[src/rtl/dplca_txop_table_pkg.sv]
// Shared encodings for the D-PLCA TXOP table: claim codes, ON/OFF, TRUE/FALSE, FSM states.
package dplca_txop_table_pkg;
    localparam logic [1:0] UNCLAIMED = 2'd0;
    localparam logic [1:0] CLAIMED   = 2'd1;
    localparam logic       ON        = 1'b1;
    localparam logic       OFF       = 1'b0;
    localparam logic       TRUE      = 1'b1;
    localparam logic       FALSE     = 1'b0;

    typedef enum logic [2:0] {
        ST_IDLE   = 3'd0,
        ST_CLEAR  = 3'd1,
        ST_LOOKUP = 3'd2,
        ST_WRITE  = 3'd3,
        ST_DONE   = 3'd4
    } state_t;
endpackage

[src/rtl/dplca_age_ram.sv]
// 256 x 3-bit age store: single port, synchronous write, registered read.
module dplca_age_ram (
    input  logic       clk,
    input  logic [7:0] addr,
    input  logic       we,
    input  logic [2:0] wdata,
    output logic [2:0] rd_data
);
    logic [2:0] mem [256];

    always_ff @(posedge clk) begin
        if (we) mem[addr] <= wdata;
        rd_data <= mem[addr];
    end
endmodule

[src/rtl/dplca_txop_table.sv]
// D-PLCA TXOP table manager: records claims per TXOP ID, ages idle entries and
// derives the node count for the next PLCA cycle.
module dplca_txop_table
    import dplca_txop_table_pkg::*;
#(
    parameter int AGE_MAX        = 7,
    parameter int WARMUP_CYCLES  = 4,
    parameter int MIN_NODE_COUNT = 2
) (
    input  logic       clk,
    input  logic       reset,
    input  logic       dplca_en,
    input  logic [7:0] plca_node_count_cfg,
    input  logic [1:0] dplca_txop_claim,
    input  logic       dplca_txop_end,
    input  logic [7:0] dplca_txop_id,
    input  logic       plca_cycle_start,
    output logic       dplca_txop_table_upd,
    output logic       dplca_aging,
    output logic [7:0] plca_node_count
);
    localparam logic [2:0] AGE_LD  = 3'(AGE_MAX);
    localparam logic [7:0] WARM_MX = 8'(WARMUP_CYCLES);
    localparam logic [7:0] MIN_NC  = 8'(MIN_NODE_COUNT);

    state_t     state;
    logic [7:0] clr_idx, id_q, max_active, warm, node_q;
    logic [1:0] claim_q;
    logic       end_q, en_q, any_active, upd_q;
    logic [7:0] ram_addr;
    logic       ram_we;
    logic [2:0] ram_wdata, rd_age, new_age;
    logic       clear_mode, wr_active, eff_any;
    logic [7:0] eff_max, sat_cnt, next_node;
    logic [8:0] cnt9;

    dplca_age_ram u_ram (
        .clk    (clk),
        .addr   (ram_addr),
        .we     (ram_we),
        .wdata  (ram_wdata),
        .rd_data(rd_age)
    );

    assign clear_mode  = !dplca_en || (state == ST_CLEAR);
    assign dplca_aging = (dplca_en && state != ST_CLEAR && warm == WARM_MX) ? ON : OFF;

    always_comb begin
        new_age = rd_age;
        if (claim_q == CLAIMED)                   new_age = AGE_LD;
        else if (dplca_aging == ON && rd_age != 0) new_age = rd_age - 3'd1;
    end

    // A write landing in the same clk as cycle start still counts toward that cycle.
    assign wr_active = (state == ST_WRITE) && (new_age != 3'd0);
    assign eff_any   = any_active || wr_active;
    assign eff_max   = wr_active ? id_q : max_active;
    assign cnt9      = eff_any ? ({1'b0, eff_max} + 9'd1) : 9'd0;
    assign sat_cnt   = cnt9[8] ? 8'hff : cnt9[7:0];
    assign next_node = (sat_cnt < MIN_NC) ? MIN_NC : sat_cnt;

    always_comb begin
        ram_addr  = id_q;
        ram_we    = FALSE;
        ram_wdata = new_age;
        if (state == ST_CLEAR) begin
            ram_addr  = clr_idx;
            ram_we    = TRUE;
            ram_wdata = 3'd0;
        end else if (state == ST_WRITE) begin
            ram_we = TRUE;
        end
    end

    always_ff @(posedge clk) begin
        if (reset) begin
            state   <= ST_CLEAR;
            clr_idx <= 8'd0;
            id_q    <= 8'd0;
            claim_q <= UNCLAIMED;
            end_q   <= 1'b0;
            en_q    <= 1'b0;
            upd_q   <= 1'b0;
        end else begin
            end_q <= dplca_txop_end;
            en_q  <= dplca_en;
            if (en_q && !dplca_en) begin
                state   <= ST_CLEAR;
                clr_idx <= 8'd0;
                upd_q   <= 1'b0;
            end else begin
                case (state)
                    ST_CLEAR: begin
                        clr_idx <= clr_idx + 8'd1;
                        if (clr_idx == 8'hff) state <= ST_IDLE;
                    end
                    ST_IDLE: if (dplca_en && dplca_txop_end && !end_q) begin
                        id_q    <= dplca_txop_id;
                        claim_q <= dplca_txop_claim;
                        state   <= ST_LOOKUP;
                    end
                    ST_LOOKUP: state <= ST_WRITE;
                    ST_WRITE: begin
                        state <= ST_DONE;
                        upd_q <= 1'b1;
                    end
                    ST_DONE: if (!dplca_txop_end) begin
                        state <= ST_IDLE;
                        upd_q <= 1'b0;
                    end
                    default: state <= ST_CLEAR;
                endcase
            end
        end
    end

    always_ff @(posedge clk) begin
        if (reset || clear_mode) begin
            max_active <= 8'd0;
            any_active <= 1'b0;
            warm       <= 8'd0;
            node_q     <= plca_node_count_cfg;
        end else if (plca_cycle_start) begin
            node_q     <= next_node;
            max_active <= 8'd0;
            any_active <= 1'b0;
            if (warm != WARM_MX) warm <= warm + 8'd1;
        end else if (wr_active) begin
            max_active <= id_q;
            any_active <= 1'b1;
        end
    end

    assign dplca_txop_table_upd = upd_q;
    assign plca_node_count      = clear_mode ? plca_node_count_cfg : node_q;
endmodule

[config.mk]
export PLATFORM = sky130hd
export DESIGN_NAME = dplca_txop_table
export DESIGN_NICKNAME = d
export VERILOG_FILES = /design/src/rtl/dplca_txop_table_pkg.sv /design/src/rtl/dplca_age_ram.sv /design/src/rtl/dplca_txop_table.sv
export SDC_FILE = /design/constraint.sdc
export NUM_CORES = 1
export LEC_CHECK = 0
export ABC_AREA = 1
export BUFFER_PORTS_ARGS = -buffer_cell sky130_fd_sc_hd__buf_2
export CORE_MARGIN = 8
export CORE_UTILIZATION = 62
export CTS_BUF_LIST = sky130_fd_sc_hd__clkbuf_4 sky130_fd_sc_hd__clkbuf_8 sky130_fd_sc_hd__clkbuf_16
export DETAILED_ROUTE_END_ITERATION = 16
export PLACE_DENSITY = 0.78
export SYNTH_ARGS = -nofsm -noshare
export SYNTH_HDL_FRONTEND = slang
export SYNTH_SLANG_ARGS = --single-unit
[constraint.sdc]
create_clock -name clk -period 7.55 [get_ports clk]
set_input_delay 0.755 -clock clk [delete_from_list [all_inputs] [get_ports clk]]
set_output_delay 0.755 -clock clk [all_outputs]
set_load 0.005 [all_outputs]
Word level (Yosys, flattened, before mapping)
Memory sizes are Yosys's and may differ from the RTL's. A register that Yosys moved wholly into a read port is not among the register bits. Cells that the tools add are included. W data, S select, Z words.

Add/sub/neg operators: 4. $lt $le $gt $ge: 1. Equal/unequal tests: 12. Muxes and demuxes: 22. Bitwise gates (word level): 1. Reductions and logical operators: 23.

Operators by type and width (count): $mux W8 (7); $mux W3 (6); $add A8 B1 Y8 const B (2); $pmux W3 S5 (1); $add A8 B1 Y9 const B (1); $mux W9 (1); $eq A8 B3 Y1 const B (1); $eq A8 B8 Y1 const B (1); $lt A8 B2 Y1 const B (1); $ne A8 B3 Y1 const B (1); $logic_and A1 B1 Y1 (7); $eq A3 B2 Y1 const B (2); $mux W1 (6); $reduce_and A3 Y1 (2); $reduce_bool A3 Y1 (2); $ne A2 B2 Y1 const B (2); $reduce_and A2 Y1 (2); $reduce_bool A2 Y1 (2); $reduce_or A2 Y1 (2); $eq A3 B1 Y1 const B (1); $eq A3 B3 Y1 const B (1); $logic_not A3 Y1 (1); $logic_or A1 B1 Y1 (3); $ne A3 B1 Y1 const B (1); 6 further kinds (7).

Register bits after elaboration: 49. RAM bits: 768. Input bits: 23. Logic and storage cells: 75. Memories kept: 1.

Memories: u_ram.mem (depth 256, width 3, rd ports 1, clocked after memory_dff 1, write ports 1, RTL line dplca_age_ram.sv:9) `logic [2:0] mem [256];`.

Logic depth before layout (Yosys ltp)
Gate-level depths: netlist (run 1).

Depth in word-level cells: 17. Gate-level depth with buffers: 24. Mapped depth without buffers: 23.

Cells and area by module
From an unflattened synthesis (run 1), not the netlist that was laid out.

Cells, all modules: 3632. Area total of the unflattened synthesis: 35516.6 um^2.

By module, submodules not included: dplca_age_ram (times used 1, cells an instance 3248, area an instance 32763.9 um^2); dplca_txop_table (times used 1, cells an instance 384, area an instance 2752.6 um^2).

Least setup slack after synthesis (run 1)
No wires, ideal clock.

Path kind: input-to-reg. Start point: in dplca_en. End point: mem u_ram.mem[0][2], data pin. Library setup time: 772 ps. Arrival: 3986 ps. Data required time: 6778 ps. Setup slack: 2791 ps. Stages on the path: 7. Path through: nand2_4 clkinv_4 nand3_2 nand2_1 inv_1 o21ai_0 inv_1.

Word-level cells in the longest chain between the ends: 7.

RTL lines: from (decl) (RTL line dplca_txop_table.sv:12) `input logic dplca_en,`; $logic_and A1 B1 Y1 (2 in series) (RTL line dplca_txop_table.sv:46) `assign dplca_aging = (dplca_en && state != ST_CLEAR && warm == WARM_MX) ? ON : OFF;`; $mux W1 (RTL line dplca_txop_table.sv:46); $logic_and A1 B1 Y1 (RTL line dplca_txop_table.sv:51) `else if (dplca_aging == ON && rd_age != 0) new_age = rd_age - 3'd1;`; $mux W3 (RTL line dplca_txop_table.sv:51); $mux W3 (RTL line dplca_txop_table.sv:50) `if (claim_q == CLAIMED) new_age = AGE_LD;`; $mux W3 (RTL line dplca_txop_table.sv:66) `if (state == ST_CLEAR) begin`; via ram_wdata[2] (RTL line dplca_txop_table.sv:32) `logic [2:0] ram_wdata, rd_age, new_age;`; to (decl) (RTL line dplca_age_ram.sv:9).

The timed path passes the listed nets, and every way through them passes these cells.

Final worst setup path (run 1)
Start point: reg state[0]. End point: reg u_ram.rd_data[1] (read register of u_ram.mem).

Word-level cells in the longest chain between the ends: 2.

RTL lines: from (decl) (RTL line dplca_txop_table.sv:26) `state_t state;`; from (signal assigned) (RTL line dplca_txop_table.sv:77) `state <= ST_CLEAR;`; from (signal assigned) (RTL line dplca_txop_table.sv:88) `state <= ST_CLEAR;`; from (signal assigned) (RTL line dplca_txop_table.sv:95) `if (clr_idx == 8'hff) state <= ST_IDLE;`; $eq A3 B1 Y1 (RTL line dplca_txop_table.sv:66); $mux W8 (RTL line dplca_txop_table.sv:66); to (decl) (RTL line dplca_age_ram.sv:7) `output logic [2:0] rd_data`.

Every way passes these cells. A chain may end at the register's enable or synchronous reset.

==> insert_results.sql, run 1 <==
INSERT INTO impl_metrics (metric_group, metric, value, unit) VALUES
('run_status', 'outcome', 'finished, final reports clean', ''),
('synthesis', 'post_synth.cell_area_avg', '13.5', 'µm²'),
('synthesis', 'netlist_area', '0.0323', 'mm²'),
('synthesis', 'synth-xor-area-share', '0', '%'),
('synthesis', 'yosys_warnings', '0', ''),
('critical_path', 'worst_ep_arrival_time', '5.32', 'ns'),
('hold_path', 'hold_path.class', 'in -> reg', ''),
('placement', 'portBuffers', '32', ''),
('cts', 'cts_resized', '0', ''),
('critical_path', 'crit_type', 'reg -> reg', ''),
('final_layout', 'final_common_cell', 'edfxtp_1', ''),
('synthesis', 'netlist_instances', '2398', ''),
('grt', 'grt_start_max_net_pins', '153', ''),
('placement', 'dp.final_hpwl', '44100', 'µm'),
('grt', 'grt_remaining_overflow', '0', ''),
('sta', 'setup_repair_after_global_routing_missed_its_margin', 'no', ''),
('critical_path', 'worstPathCellList', 'nand2_2 > nor2_2 > nand2_1 > nand2_2 > nor2_4 > buf_4 > buf_4 > a22oi_1 > a21oi_1 > or2_2 > o31ai_1 > nand2_1 > nor2_1 > nor2_1 > nor2_1 > nand2_1', ''),
('sta', 'post-route-min-period', '4.80', 'ns'),
('synthesis', 'yosysSeqAreaShare', '74.8', '%'),
('drt', 'finalWirelength', '80400', 'µm'),
('drt', 'post-route-drc-count', '0', ''),
('synthesis', 'post_synthesis_register_bit_count', '820', ''),
('final_layout', 'final.fill_count', '3396', ''),
('critical_path', 'crit_path_max_incr_delay', '1.11', 'ns'),
('drt', 'wl_per_cell', '25.6', 'µm'),
('final_layout', 'area_of_the_multi_input_gates', '0.00724', 'mm²'),
('final_layout', 'final_net_count', '2425', ''),
('die', 'die_h', '244', 'µm'),
('sta', 'worst_pin_slew', '1.41', 'ns'),
('die', 'start_util', '62.9', '%'),
('synthesis', 'synth-simple-area-share', '9.16', '%'),
('die', 'rows', '83', ''),
('synthesis', 'synth-edff-count', '776', ''),
('critical_path', 'crit_path_top_delay_cell', 'o31ai_1', ''),
('die', 'die-width', '244', 'µm'),
('sta', 'setup_tns', '0', 'ns'),
('synthesis', 'ys_async_sr_fraction', '0', '%'),
('die', 'area_of_the_die', '0.0597', 'mm²'),
('grt', 'grt_pass1_vias', '20500', ''),
('cts', 'count_of_h_tree_levels_built_during_cts', '3', ''),
('critical_path', 'timing.critical_path.to_type', 'flip-flop', ''),
('sta', 'final.period_utilization', '63.6', '%'),
('drt', 'detail_route.vias_per_cell', '6.64', ''),
('grt', 'grt_first_pass_wirelength', '122000', 'µm'),
('synthesis', 'post_synth_num_cell_types', '42', ''),
('grt', 'grt_antenna_before_repair', '1', ''),
('cts', 'tritoncts.num_buffers', '80', ''),
('synthesis', 'muxShareOfSynthArea', '0', '%'),
('run', 'number_of_max_cap_violations', '0', ''),
('synthesis', 'synth_compound_area_share', '12.9', '%'),
('critical_path', 'critPathTopFamily', 'simple AND/OR/NAND/NOR gates', ''),
('sta', 'final_hold_viol_count', '0', ''),
('synthesis', 'ys_dominant_reg_cell', 'edfxtp_1', ''),
('final_layout', 'antenna_cells_inserted', '0', ''),
('sta', 'maxClockFrequency', '208', 'MHz'),
('drt', 'detail_route.iter0.violations', '3051', ''),
('sta', 'final_clock_skew', '0.0182', 'ns'),
('drt', 'firstDrtPassIters', '9', ''),
('placement', 'place.gp.congestion', '0.849', ''),
('power_and_ir_drop', 'power.static_leakage', '11.8', 'nW'),
('cts', 'clk-insertion-delay-late', '0.63', 'ns'),
('power_and_ir_drop', 'pwr_density_cell', '275', 'mW/mm²'),
('drt', 'postRouteAntennaNets', '0', ''),
('die', 'core-area', '0.0514', 'mm²'),
('synthesis', 'synth_adder_area_share', '0.232', '%'),
('cts', 'clk_root_buffer_cell', 'clkbuf_16', ''),
('critical_path', 'crit_buf_inv', '2', ''),
('die', 'pin_count', '33', ''),
('critical_path', 'largest_fanout_on_the_critical_path', '87', ''),
('power_and_ir_drop', 'post-layout-total-power', '9.78', 'mW'),
('cts', 'clockBufferDepth', '3', '');
layout make-up:
type                    instances  share of cell area, %
multi-input cells            1351                   20.4
well taps                     680                   2.39
clock inverters                42                   1.06
flip-flops and latches        820                   68.1
inverters                      86                   1.01
repair buffers                 57                  0.979
clock buffers                 101                   6.13
power breakdown:
group,internal (mW),switching [mW]
clock network,2.23,1.68
logic,0.231,0.633
registers,4.99,0.0197
total,7.45,2.33
flip-flops by register name (all words and copies together) (netlist names), 2 cells and up:
| name | count |
|---|---|
| u_ram.mem | 768 |
| clr_idx | 8 |
| id_q | 8 |
| max_active | 8 |
| node_q | 8 |
| warm | 8 |
| state | 3 |
| u_ram.rd_data | 3 |
| claim_q | 2 |
synth_stat cells, types with 2 or more instances:
library cell,count,area (µm²)
edfxtp_1,776,23300
a22oi_1,387,2910
nor2_1,356,1340
nand2_1,242,908
a21oi_1,173,866
clkbuf_1,72,270
inv_1,70,263
buf_2,51,255
dfxtp_1,44,881
nand3_1,33,165
o21ai_0,32,160
nor3_1,19,95.1
o31ai_1,15,113
nand4_1,14,87.6
buf_1,13,48.8
or2_2,13,81.3
inv_2,12,45.0
nor4_1,12,75.1
or2_1,8,50.1
nand2_2,7,43.8
ha_1,6,75.1
nor2_2,6,37.5
o21ai_1,5,25.0
o22ai_1,5,31.3
buf_4,4,30.0
clkinv_1,3,11.3
a31oi_1,2,12.5
nand3_2,2,20.0
nand3b_1,2,15.0
or3_1,2,12.5
per-layer routing:
metal | global-route usage, % | vias to the layer above | share of wire, % | routed length [µm]
li1 | - | 9040 | - | -
met1 | 34.6 | 10100 | 36 | 29100
met2 | 41.8 | 1430 | 47 | 37900
met3 | 6.93 | 256 | 11 | 9200
met4 | 12.8 | 2 | 5.2 | 4170
met5 | 0 | - | 0.019 | 15
worst paths after layout:
kind / from / to / slack, ns / cells past startpoint
worst min register to register: dplca_txop_table_upd / dplca_txop_table_upd / 0.47 / 2
worst min-delay path: reset / end_q / 0.33 / 2
worst max register to register: state[0] / u_ram.rd_data[1] / 2.75 / 16
worst max-delay path: state[0] / u_ram.rd_data[1] / 2.75 / 16
kinds of logic (layout without fill, tap and decap cells):
logic type,after synthesis,in the layout
and+or+nand+nor,719,719
AOI/OAI and AO/OA,626,626
DFF,820,820
buffers and inverters,227,286
adders and majority gates,6,6
through the flow:
| stage | setup WS, ns | cells | hold slack [ns] | util (%) | instance area [µm²] |
|---|---|---|---|---|---|
| after global routing | 2.65 | 3137 | 0.326 | 69.1 | 35500 |
| after global placement | 3.05 | 2994 | 0.443 | 64.2 | 33000 |
| final | 2.75 | 3137 | 0.331 | 69.1 | 35500 |
| after floorplan | 2.79 | 2398 | 0.429 | - | 32300 |
| after detailed placement | 2.98 | 2994 | 0.461 | 64.2 | 33000 |
| after CTS | 2.95 | 3137 | 0.303 | 69.1 | 35500 |
No activity file was read; power rests on OpenSTA's default activity.
==> inputs of run 2 (changes only) <==
Clock period 7.55 ns to 4.9 ns, I/O delays scaled along.
==> insert_results.sql, run 2 (same netlist as run 1, synthesis figures left out) <==
INSERT INTO impl_metrics (metric_group, metric, value, unit) VALUES
('drt', 'post-route-drc-count', '0', ''),
('critical_path', 'critPathTopFamily', 'simple AND/OR/NAND/NOR gates', ''),
('sta', 'maxClockFrequency', '244', 'MHz'),
('drt', 'detail_route.iter0.violations', '2927', ''),
('sta', 'setup_repair_after_global_routing_missed_its_margin', 'no', ''),
('power_and_ir_drop', 'power.static_leakage', '12.0', 'nW'),
('power_and_ir_drop', 'max-vdd-ir-drop', '0.000361', 'V'),
('final_layout', 'final_net_count', '2447', ''),
('cts', 'tritoncts.num_buffers', '80', ''),
('sta', 'setup_viol', '0', ''),
('critical_path', 'timing.critical_path.to_type', 'flip-flop', ''),
('grt', 'grt_first_pass_wirelength', '124000', 'µm'),
('run_status', 'outcome', 'finished, final reports clean', ''),
('sta', 'final.period_utilization', '83.8', '%'),
('sta', 'slew_headroom', '25.9', '%'),
('final_layout', 'layout-drive-gt1-share', '10.5', '%'),
('grt', 'grt_antenna_before_repair', '0', ''),
('final_layout', 'layout_common_cells', '776 x edfxtp_1, 387 x a22oi_1, 354 x nor2_1, 242 x nand2_1, 173 x a21oi_1', ''),
('sta', 'final_clock_skew', '0.0252', 'ns'),
('final_layout', 'final_common_cell', 'edfxtp_1', ''),
('final_layout', 'max_flop_register', 'u_ram.mem', ''),
('critical_path', 'worstSetupStartpointType', 'flip-flop', ''),
('placement', 'portBuffers', '32', ''),
('placement', 'place.gp.congestion', '0.845', ''),
('die', 'area_of_the_die', '0.0597', 'mm²'),
('drt', 'postRouteAntennaNets', '0', ''),
('placement', 'dp.final_hpwl', '47200', 'µm'),
('cts', 'cts_resized', '0', ''),
('drt', 'wl_per_cell', '26.0', 'µm'),
('drt', 'finalWirelength', '82300', 'µm'),
('sta', 'hold_slack', '0.0681', 'ns'),
('run', 'number_of_max_cap_violations', '0', ''),
('die', 'die-width', '244', 'µm'),
('sta', 'setup_tns', '0', 'ns'),
('drt', 'firstDrtPassIters', '7', ''),
('sta', 'final_hold_viol_count', '0', ''),
('sta', 'worst_pin_slew', '1.11', 'ns'),
('final_layout', 'final.fill_count', '3332', ''),
('hold_path', 'hold_path.class', 'in -> reg', ''),
('cts', 'clk-insertion-delay-late', '0.63', 'ns'),
('sta', 'final_setup_margin', '0.795', 'ns'),
('sta', 'finalMaxSlewViolations', '0', ''),
('die', 'pin_count', '33', ''),
('grt', 'grt_usage', '27.1', '%'),
('sta', 'post-route-min-period', '4.10', 'ns'),
('power_and_ir_drop', 'pwr_density_cell', '427', 'mW/mm²'),
('critical_path', 'crit_type', 'reg -> reg', ''),
('die', 'rows', '83', ''),
('critical_path', 'cpMostUsedCell', 'nand2_1', ''),
('final_layout', 'max_reg_flops', '768', ''),
('die', 'die_h', '244', 'µm'),
('cts', 'clockBufferDepth', '3', ''),
('critical_path', 'crit_buf_inv', '1', ''),
('critical_path', 'crit_path_top_delay_cell', 'nor3_1', ''),
('cts', 'tritoncts_clock_tree', 'yes', ''),
('drt', 'dr_total_vias', '21200', ''),
('final_layout', 'antenna_cells_inserted', '0', ''),
('cts', 'count_of_h_tree_levels_built_during_cts', '3', ''),
('grt', 'grt_pass1_vias', '20800', ''),
('cts', 'clk_root_buffer_cell', 'clkbuf_16', ''),
('critical_path', 'largest_fanout_on_the_critical_path', '113', ''),
('placement', 'place_ws', '0.987', 'ns'),
('die', 'core-area', '0.0514', 'mm²'),
('cts', 'cts_setup_buffers', '0', ''),
('critical_path', 'required', '5.40', 'ns'),
('die', 'start_util', '62.9', '%'),
('drt', 'detail_route.vias_per_cell', '6.69', ''),
('grt', 'grt_start_max_net_pins', '136', ''),
('critical_path', 'crit_path_max_incr_delay', '0.82', 'ns'),
('grt', 'grt_remaining_overflow', '0', ''),
('final_layout', 'synthesis_to_finish_area_growth', '11.1', '%'),
('cts', 'clk_pin_slew_worst_paths', '0.06', 'ns'),
('critical_path', 'worstPathCellList', 'nand2_2 > nor2_2 > nand2_1 > nand3_1 > inv_6 > a22oi_1 > a21oi_1 > or2_2 > nor3_1 > o22ai_1 > nand2_1 > nand2_1 > nor2_1 > nand2_1', ''),
('cts', 'cts_hold_buffers', '0', ''),
('critical_path', 'worst_ep_arrival_time', '4.61', 'ns'),
('cts', 'clkSinkCount', '820', ''),
('final_layout', 'util_after_layout', '69.9', '%');
==> run 2: cell count changes in the layout (fill, tap and decap cells not counted), moves of 4 or more <==
| cell | delta |
|---|---|
| inv_6 | -4 |
| clkinv_2 | -4 |
| nand2_1 | +5 |
| buf_12 | +8 |
| buf_4 | +14 |
| nand2_2 | -5 |
| clkinv_4 | +4 |
==> run 2: report_power, final <==
part           switching, mW  internal (mW)  leakage [nW]
sequential            0.0335           7.68          7.60
clock                   2.62           3.66          1.34
combinational          0.970          0.384          3.02
total                   3.62           11.7          12.0
==> run 2: worst reg2reg max path: stages (launching register included) <==
cell     delay (ns)
dfxtp_1        0.42
nand2_2        0.15
nor2_2         0.37
nand2_1        0.18
nand3_1        0.20
inv_6          0.30
a22oi_1        0.44
a21oi_1        0.12
or2_2          0.34
nor3_1         0.82
o22ai_1        0.15
nand2_1        0.11
nand2_1        0.05
nor2_1         0.26
nand2_1        0.08
==> run 2: path summary, 6_finish.rpt <==
check	from	slack, ns	cells after the start	end
worst max-delay path	state[0]	0.80	14	u_ram.rd_data[0]
worst min-delay path	reset	0.07	2	end_q
worst max register to register	state[0]	0.80	14	u_ram.rd_data[0]
worst min register to register	claim_q[1]	0.47	2	claim_q[1]
==> run 2: through the flow <==
step | cells | area (µm²) | total power, mW
after detailed placement | 3016 | 33200 | 9.17
after CTS | 3164 | 35900 | 15.4
after global placement | 3016 | 33200 | 9.13
final | 3164 | 35900 | 15.3
after global routing | 3164 | 35900 | 15.8
after floorplan | 2398 | 32300 | 8.74
==> run 2: final cells by class <==
type	count	area [µm²]	area share, %
flip-flops and latches	820	24200	67.3
clock buffers	103	2230	6.20
multi-input cells	1351	7220	20.1
repair buffers	79	613	1.71
clock inverters	45	485	1.35
well taps	680	851	2.37
inverters	86	358	0.996
==> run 2: per-layer routing <==
layer  up-vias  GRT usage [%]  part of all wire [%]
met5         -              0                     0
met4         0           12.7                   5.0
met3       253           5.89                    12
met2      1463           43.3                    47
met1     10400           35.6                    36
li1       9087              -                     -
